$ cat src/rtl/nn_address_generator.sv
// Fully-connected layer address generator: walks (neuron, input) pairs neuron-major,
// issuing one registered weight/input address pair per accepted AG_read step.
module nn_address_generator #(
  parameter int N_INPUTS  = 4,
  parameter int N_NEURONS = 4,
  parameter int ADDR_W    = 8,
  parameter int W_BASE    = 0,
  parameter int X_BASE    = 0,
  parameter int IDX_W     = 4
) (
  input  logic              clk,
  input  logic              reset,
  input  logic              AG_rst,
  input  logic              AG_read,
  output logic [ADDR_W-1:0] w_addr,
  output logic [ADDR_W-1:0] x_addr,
  output logic [IDX_W-1:0]  neuron_idx,
  output logic              addr_valid,
  output logic              acc_first,
  output logic              acc_last,
  output logic              layer_done
);

  localparam int I_W = (N_INPUTS > 1) ? $clog2(N_INPUTS) : 1;

  typedef enum logic [1:0] {IDLE, RUN, DONE} state_t;

  state_t            state, state_nxt;
  logic [I_W-1:0]    i;
  logic [IDX_W-1:0]  n;
  logic [ADDR_W-1:0] wp;
  logic              clear, issue, i_last, n_last;

  assign clear  = reset | AG_rst;
  assign i_last = (i == I_W'(N_INPUTS - 1));
  assign n_last = (n == IDX_W'(N_NEURONS - 1));

  always_ff @(posedge clk) begin
    if (reset) state <= IDLE;
    else       state <= state_nxt;
  end

  always_comb begin
    state_nxt = state;
    if (clear) begin
      state_nxt = IDLE;
    end else begin
      case (state)
        IDLE, RUN: if (AG_read) state_nxt = (i_last && n_last) ? DONE : RUN;
        DONE:      state_nxt = DONE;
        default:   state_nxt = IDLE;
      endcase
    end
  end

  // DONE swallows AG_read; clear beats a simultaneous read
  always_comb begin
    issue = 1'b0;
    if (!clear && AG_read && (state != DONE)) issue = 1'b1;
  end

  always_ff @(posedge clk) begin
    if (clear) begin
      i          <= '0;
      n          <= '0;
      wp         <= ADDR_W'(W_BASE);
      w_addr     <= '0;
      x_addr     <= '0;
      neuron_idx <= '0;
      addr_valid <= 1'b0;
      acc_first  <= 1'b0;
      acc_last   <= 1'b0;
      layer_done <= 1'b0;
    end else begin
      addr_valid <= issue;
      acc_first  <= issue && (i == '0);
      acc_last   <= issue && i_last;
      // registered from state so it trails the final addr_valid by one cycle
      layer_done <= (state == DONE);
      if (issue) begin
        w_addr     <= wp;
        x_addr     <= ADDR_W'(X_BASE) + ADDR_W'(i);
        neuron_idx <= n;
        wp         <= wp + ADDR_W'(1);
        if (i_last) begin
          i <= '0;
          if (!n_last) n <= n + IDX_W'(1);
        end else begin
          i <= i + I_W'(1);
        end
      end
    end
  end

endmodule
$ cat config.mk
export PLATFORM = sky130hd
export DESIGN_NAME = nn_address_generator
export DESIGN_NICKNAME = d
export VERILOG_FILES = /design/src/rtl/nn_address_generator.sv
export SDC_FILE = /design/constraint.sdc
export NUM_CORES = 1
export LEC_CHECK = 0
export BUFFER_PORTS_ARGS = -buffer_cell sky130_fd_sc_hd__buf_2
export CAP_MARGIN = 0
export CORE_MARGIN = 2
export CORE_UTILIZATION = 47
export DETAILED_ROUTE_END_ITERATION = 12
export GPL_ROUTABILITY_DRIVEN = 1
export GPL_TIMING_DRIVEN = 0
export MAX_ROUTING_LAYER = met4
export PLACE_DENSITY = 0.71
export SLEW_MARGIN = 0
export SYNTH_ARGS = -nofsm -noshare
export SYNTH_HDL_FRONTEND = slang
export SYNTH_SLANG_ARGS = --single-unit
$ cat constraint.sdc
create_clock -name clk -period 2 [get_ports clk]
set_clock_uncertainty 0.15 [all_clocks]
set_input_delay 0 -clock clk [delete_from_list [all_inputs] [get_ports clk]]
set_output_delay 0 -clock clk [all_outputs]
set_load 0.02 [all_outputs]
==> results of run 1 <==
-- stage by stage --
step | hold WS (ps) | utilization | setup slack [ps] | std cells
6_report | 320 | 0.599 | 130 | 202
5_1_grt | 342 | 0.599 | 23.1 | 202
4_1_cts | 317 | 0.599 | 160 | 202
3_5_place_dp | 143 | 0.560 | 172 | 191
3_3_place_gp | 133 | 0.560 | 176 | 191
2_1_floorplan | 26.0 | - | 312 | 140
-- sequential cells by signal, indices dropped and copies added (netlist names) --
name,cells
neuron_idx,4
x_addr,2
acc_last,1
w_addr,8
layer_done,1
state,2
wp,8
i,2
n,4
addr_valid,1
acc_first,1
-- path summary, 6_finish.rpt --
kind                              start                     to  cells after the start
hold reg to reg   state[1]$_SDFFE_PP0P_  state[0]$_SDFFE_PP0P_                      1
setup / recovery      i[0]$_SDFFE_PP0P_      n[0]$_SDFFE_PP0P_                      4
hold / removal    state[1]$_SDFFE_PP0P_  state[0]$_SDFFE_PP0P_                      1
setup reg to reg      i[0]$_SDFFE_PP0P_      n[0]$_SDFFE_PP0P_                      4
-- power breakdown --
part | total [uW] | internal [uW] | leakage (uW) | switching [uW]
combinational | 75.5 | 30.0 | 0.000409 | 45.4
clock | 468 | 240 | 0.0000446 | 228
sequential | 685 | 681 | 0.000274 | 3.28
total | 1230 | 952 | 0.000728 | 277
-- synthesized netlist by cell type, types with 2 or more instances --
master,count
buf_4,7
nand2_1,10
o31ai_1,3
ha_1,4
nor4_1,4
nor2_1,3
inv_1,4
o21ai_0,2
dfxtp_1,34
or3_1,6
and3_1,2
nand4_1,5
or4_1,2
a22o_1,16
mux2i_1,8
buf_6,2
a21oi_1,5
buf_2,2
nand2b_1,2
-- per-layer routing --
layer  part of all wire  wire, um  vias to the layer above
li1                   -         -                      556
met3              0.060       156                        2
met4             0.0065        17                        0
met1               0.49      1290                      512
met5                  0         0                        -
met2               0.44      1150                       29
-- worst max-delay path, stage by stage (launching register included) --
cell and delay (ps):
dfxtp_1 430, ha_1 240, nor3b_2 270, or4b_1 530, mux2i_1 150
-- final cells by class --
cell class / instances / area share
buffer: 12 / 0.0533
clock buffer: 8 / 0.0473
inverter: 5 / 0.0113
multi-input combinational: 89 / 0.378
sequential: 34 / 0.409
tap: 31 / 0.0233
timing repair buffer: 23 / 0.0781
-- logic make-up after synthesis --
family | count (synthesis)
simple gates | 43
flops | 34
compound gates | 28
buf+inv | 17
mux | 8
fa+ha+maj | 4
other cells | 1
==> run metrics, run 1 <==
Seq/Total Area, Yosys=0.487; xor/xnor share of the synthesized area=0; synthesized-area fraction occupied by and/or/nand/nor cells=0.187; first-pass GRT wire length=4.49 mm; largest family of logic cells by synthesized area=simple AND/OR/NAND/NOR gates; Fill cells=256; slew margin rel.=0.562; Post-synth ARST share=0; Clock Latency Late Sink=340 ps; synthesized area=1400 sq um; share of layout cells above drive strength 1=0.251; diode count=0; Longest Clk Path Bufs=2; drt first pass iters=4; finished layout cell area=1670 sq um; Synth Register Bits=34; initial drt markers=34; synthesized-area fraction occupied by adder cells=0.0358; die area=3430 sq um; Num CTS Buffers=5; fin. max-slew vios=0; RSZ-0062 raised after global routing=no; met1 Use GR=0.230; area fraction of the dominant cell type after synthesis=0.487; io pins=28; ANT nets after route=0; Crit Path Class=reg -> reg; Worst Path Arrival=1950 ps; final hold vios=0; M2 GR Usage=0.254; Area Growth Syn to Fin=19.1%; Area contributors post-synth=dfxtp_1 49%, a22o_1 10%, mux2i_1 5.7%; area of the multi-input gates=629 sq um; Placer Congestion=0.825; Synth Flop Type=dfxtp_1; # hold bufs at CTS=3; Yosys warning count=0; Cell Pwr Density=738 nW/um^2; synth unique cells=33; Max Fanout on Critical Path=5; number of port buffers=20; Synth Area in Compound Gates=0.154; H-tree depth=2; GRT Max-Usage Layer=met2; R2R setup slack=130 ps; Yosys top cell by area=dfxtp_1; Root Buffer=clkbuf_4; via count=1099; max cap viols=0; Syn Area/Cell=10.4 sq um; postcts setup bufs=0; CTS tree=done; Cells after Synth=135; Setup crit end kind=register; commonest non-fill, non-tap cells in the layout=34 x dfxtp_1, 22 x buf_2, 16 x a22o_1; Post-synth EDFFs=0; Initial Utilization=0.503; Reg clk slew, reported paths=100 ps; Req. time, crit path=2090 ps; final setup violation count=0; hold crit path type=reg -> reg; width of the die=58.6 um; commonest non-fill, non-tap cell in the layout=dfxtp_1; outcome=finished, final reports clean; Die H=58.6 um; core box area=2780 sq um; clk sink count=34; drt via density=5.44; power consumption=1230 uW; Reg area=681 sq um; met3 Use GR=0.0725; fin crit share=0.935; vias in the first global route=1028; post-CTS sizing=0; minimum clock period=1870 ps; grt total ovfl=0; Detail Placement HPWL=1.86 mm; largest net degree at the start of global routing=11; area post-placement=1560 sq um; Worst VDD drop=0.649 mV; post-route setup TNS=0 ps; net total in the final layout=178; post-synthesis mux area share=0.0572; DRC=0; initial antenna violation count=0; DR WL/cell=12.9 um; Post-Route WL=2.61 mm; Least-Margin Pin Slew=654 ps; Leakage=0.000728 uW; Row Count=19; FMAX=535 MHz; Worst Setup Start Kind=register; Tot GR Track Use=0.179
Note: power is estimated with default switching activity, not from simulation.
==> inputs of run 2 (changes only) <==
--- a/config.mk
+++ b/config.mk
@@ -14,6 +14,7 @@
 export GPL_TIMING_DRIVEN = 0
 export MAX_ROUTING_LAYER = met4
 export PLACE_DENSITY = 0.71
+export REMOVE_ABC_BUFFERS = 1
 export SLEW_MARGIN = 0
 export SYNTH_ARGS = -nofsm -noshare
 export SYNTH_HDL_FRONTEND = slang
==> run metrics, run 2 (same netlist as run 1, synthesis figures left out) <==
Post-Route WL=2.36 mm; Setup crit end kind=register; area of the multi-input gates=629 sq um; Fin Hold WS=312 ps; Placed Cells incl. Taps=180; RSZ-0062 raised after global routing=no; post-CTS sizing=0; Reg area=681 sq um; fin crit share=0.936; drt via density=5.55; via count=1049; Detail Placement HPWL=1.59 mm; commonest non-fill, non-tap cells in the layout=34 x dfxtp_1, 21 x buf_2, 16 x a22o_1; CTS tree=done; Clock Latency Late Sink=320 ps; net total in the final layout=167; Root Buffer=clkbuf_4; Reg clk slew, reported paths=90 ps; Crit Path Class=reg -> reg; core box area=2780 sq um; Num CTS Buffers=5; Die H=58.6 um; number of port buffers=21; Leakage=0.000658 uW; Worst Setup Start Kind=register; Crit-path slowest cell=nor2b_1; DR WL/cell=12.5 um; minimum clock period=1870 ps; Area Growth Syn to Fin=11.1%; largest net degree at the start of global routing=19; width of the die=58.6 um; cell count of the worst hold path=1; grt total ovfl=0; post-route setup TNS=0 ps; die area=3430 sq um; Clk pwr share=0.326; Least-Margin Pin Slew=879 ps; R2R setup slack=130 ps; Worst Path Arrival=1940 ps; outcome=finished, final reports clean; hold crit path type=reg -> reg; Fill cells=255; Max Fanout on Critical Path=18; io pins=28; commonest non-fill, non-tap cell in the layout=dfxtp_1; drt first pass iters=4; share of layout cells above drive strength 1=0.196; combinational share of power=0.053; diode count=0; vias in the first global route=899; Flop pwr share=0.621; internal power=856 uW; fin. max-slew vios=0; Initial Utilization=0.503; switching pwr=246 uW; slew margin rel.=0.413; first-pass GRT wire length=4.06 mm; ANT nets after route=0; Cell Pwr Density=710 nW/um^2; max cap viols=0; H-tree depth=2; Req. time, crit path=2070 ps; initial drt markers=15; DRC=0; clk sink count=34; Placer Congestion=0.759; Crit path largest cell delay=720 ps; CP cell instances=nor2b_1, nor3_4, a22o_1; Setup WS post-layout=128 ps; Row Count=19; Largest regs=w_addr (8), wp (8); Worst VDD drop=0.569 mV; final setup violation count=0; reg2reg path depth=3; post-place setup slack=159 ps; final hold vios=0; Longest Clk Path Bufs=2; FMAX=534 MHz; Switching Share=0.223; initial antenna violation count=0; Tot GR Track Use=0.164; Final Non-Filler Cells=189
## run 2: cell count changes in the layout (fill, tap and decap cells not counted), sizes merged
| cell | before | now |
|---|---|---|
| clkbuf | 9 | 6 |
| buf | 31 | 21 |
## run 2: path summary, 6_finish.rpt
check | start | to
setup / recovery | state[1]$_SDFFE_PP0P_ | w_addr[7]$_SDFFE_PP0P_
hold / removal | state[1]$_SDFFE_PP0P_ | state[0]$_SDFFE_PP0P_
setup reg to reg | state[1]$_SDFFE_PP0P_ | w_addr[7]$_SDFFE_PP0P_
hold reg to reg | state[1]$_SDFFE_PP0P_ | state[0]$_SDFFE_PP0P_
## run 2: final cells by class
class / count / share of cell area
flip-flops and latches: 34 / 0.438
multi-input cells: 89 / 0.405
repair buffers: 24 / 0.0870
clock buffers: 6 / 0.0330
well taps: 31 / 0.0250
inverters: 5 / 0.0121
## run 2: routing by layer
metal,part of all wire,GRT usage,vias to the layer above
met1,0.47,0.211,482
li1,-,-,534
met5,0,-,-
met3,0.065,0.0593,6
met4,0.017,0.0598,0
met2,0.44,0.236,27
## run 2: power groups by stage
stage,clock (uW),combinational (uW),sequential (uW)
4_1_cts,378,59.1,685
3_5_place_dp,0,54.5,701
3_3_place_gp,0,53.9,700
6_report,359,58.9,685
2_1_floorplan,0,34.6,703
5_1_grt,397,65.9,686
## run 2: critical path: cells and delay by family, from the launching register on
kind	cells	cell delay, ps
AND/OR/NAND/NOR	2	950
AO/OA/AOI/OAI	1	300
flip-flops	1	370
## run 2: per-stage QoR
step	total power (uW)	instance area [sq um]	util
2_1_floorplan	737	1330	-
3_3_place_gp	754	1470	0.529
3_5_place_dp	755	1470	0.529
4_1_cts	1120	1550	0.559
5_1_grt	1150	1550	0.559
6_report	1100	1550	0.559
## run 2: repair_timing
item	4_1_cts	5_1_grt
hold buffers	3	0
setup buffers	0	0
hold endpoints to repair	10	0
==> inputs of run 3 (changes only) <==
--- a/config.mk
+++ b/config.mk
@@ -14,6 +14,7 @@
 export GPL_TIMING_DRIVEN = 0
 export MAX_ROUTING_LAYER = met4
 export PLACE_DENSITY = 0.71
+export RECOVER_POWER = 100
 export REMOVE_ABC_BUFFERS = 1
 export SLEW_MARGIN = 0
 export SYNTH_ARGS = -nofsm -noshare
==> run metrics, run 3 (same netlist as run 1, synthesis figures left out) <==
final hold vios=0; via count=1046; Max Fanout on Critical Path=16; Initial Utilization=0.503; Tot GR Track Use=0.164; reg2reg path depth=3; Flop pwr share=0.621; combinational share of power=0.053; commonest non-fill, non-tap cell in the layout=dfxtp_1; Req. time, crit path=2120 ps; outcome=finished, final reports clean; Worst VDD drop=0.569 mV; minimum clock period=1890 ps; switching pwr=247 uW; drt first pass iters=4; Reg area=681 sq um; fin crit share=0.944; Least-Margin Pin Slew=879 ps; max cap viols=0; Reg clk slew, reported paths=90 ps; Crit Path Class=in -> reg; net total in the final layout=167; post-place setup slack=159 ps; post-route setup TNS=0 ps; clk sink count=34; commonest non-fill, non-tap cells in the layout=34 x dfxtp_1, 19 x clkbuf_1, 16 x a22o_1; Root Buffer=clkbuf_4; postcts setup bufs=0; Row Count=19; R2R setup slack=130 ps; diode count=0; grt total ovfl=0; ANT nets after route=0; Clock Latency Late Sink=320 ps; number of port buffers=21; initial antenna violation count=0; Post-Route WL=2.38 mm; Setup WS post-layout=111 ps; RSZ-0062 raised after global routing=no; FMAX=529 MHz; cell count of the worst hold path=1; Num CTS Buffers=5; Longest Clk Path Bufs=2; Clk pwr share=0.326; DRC=0; Largest regs=w_addr (8), wp (8); hold crit path type=reg -> reg; slew margin rel.=0.413; fin. max-slew vios=0; Switching Share=0.224; Cell Pwr Density=720 nW/um^2; Worst Path Arrival=2010 ps; Leakage=0.000576 uW; Die H=58.6 um; CTS tree=done; share of layout cells above drive strength 1=0.0759; Detail Placement HPWL=1.59 mm; Worst Setup Start Kind=input port; fin util=0.550; # hold bufs at CTS=3; die area=3430 sq um; internal power=855 uW; worst hold path startpoint=state[1]$_SDFFE_PP0P_; worst r2r src=state[1]$_SDFFE_PP0P_; H-tree depth=2; first-pass GRT wire length=4.06 mm; Setup crit end kind=register; vias in the first global route=899; final setup violation count=0; largest net degree at the start of global routing=19; hold worst-path end=state[0]$_SDFFE_PP0P_; drt via density=5.53; initial drt markers=14; DR WL/cell=12.6 um; Placer Congestion=0.759; Area Growth Syn to Fin=9.39%; post-CTS sizing=0; core box area=2780 sq um; Reg-to-Reg End=w_addr[7]$_SDFFE_PP0P_; area of the multi-input gates=629 sq um; io pins=28; power consumption=1100 uW; Fill cells=263; width of the die=58.6 um
-- run 3: cell count changes in the layout (fill, tap and decap cells not counted) --
cell,previous run,this run
buf_2,21,2
clkbuf_1,0,19
-- run 3: routing by layer --
metal / global-route usage / share of wire
met5: - / 0
met1: 0.211 / 0.48
met3: 0.0593 / 0.065
met4: 0.0598 / 0.017
met2: 0.236 / 0.44
-- run 3: worst max-delay path, cell delays in order --
cell,delay [ps]
dlygate4sd3_1,530
clkbuf_1,180
or2_1,400
a21oi_2,670
a22o_1,230
-- run 3: worst max-delay path by stage --
stage,startpoint,endpoint,slack (ps),depth (start not counted)
after global placement,i[0]$_SDFFE_PP0P_,n[0]$_SDFFE_PP0P_,190,4
after floorplan,i[0]$_SDFFE_PP0P_,n[0]$_SDFFE_PP0P_,310,4
after detailed placement,state[1]$_SDFFE_PP0P_,x_addr[1]$_SDFFE_PP0P_,160,3
after global routing,i[0]$_SDFFE_PP0P_,n[1]$_SDFFE_PP0P_,5,4
after CTS,state[1]$_SDFFE_PP0P_,x_addr[1]$_SDFFE_PP0P_,140,3
final,AG_rst,w_addr[7]$_SDFFE_PP0P_,110,5
-- run 3: power groups by stage --
stage	Combinational, uW	Clock, uW	Sequential, uW
3_3_place_gp	53.9	0	700
5_1_grt	65.1	397	686
3_5_place_dp	54.5	0	701
4_1_cts	59.1	378	685
2_1_floorplan	34.6	0	703
6_report	58.0	359	685
-- run 3: per-stage QoR --
stage / hold slack, ps / std cells / instance area (sq um)
after floorplan: -35.2 / 128 / 1330
after global routing: 344 / 189 / 1530
final: 312 / 189 / 1530
after CTS: 312 / 189 / 1550
after detailed placement: 183 / 180 / 1470
after global placement: 176 / 180 / 1470
-- run 3: cell type report --
cell class              count  share of cell area
clock buffers               6              0.0335
repair buffers             24              0.0728
inverters                   5              0.0123
flip-flops and latches     34               0.445
well taps                  31              0.0253
multi-input cells          89               0.411
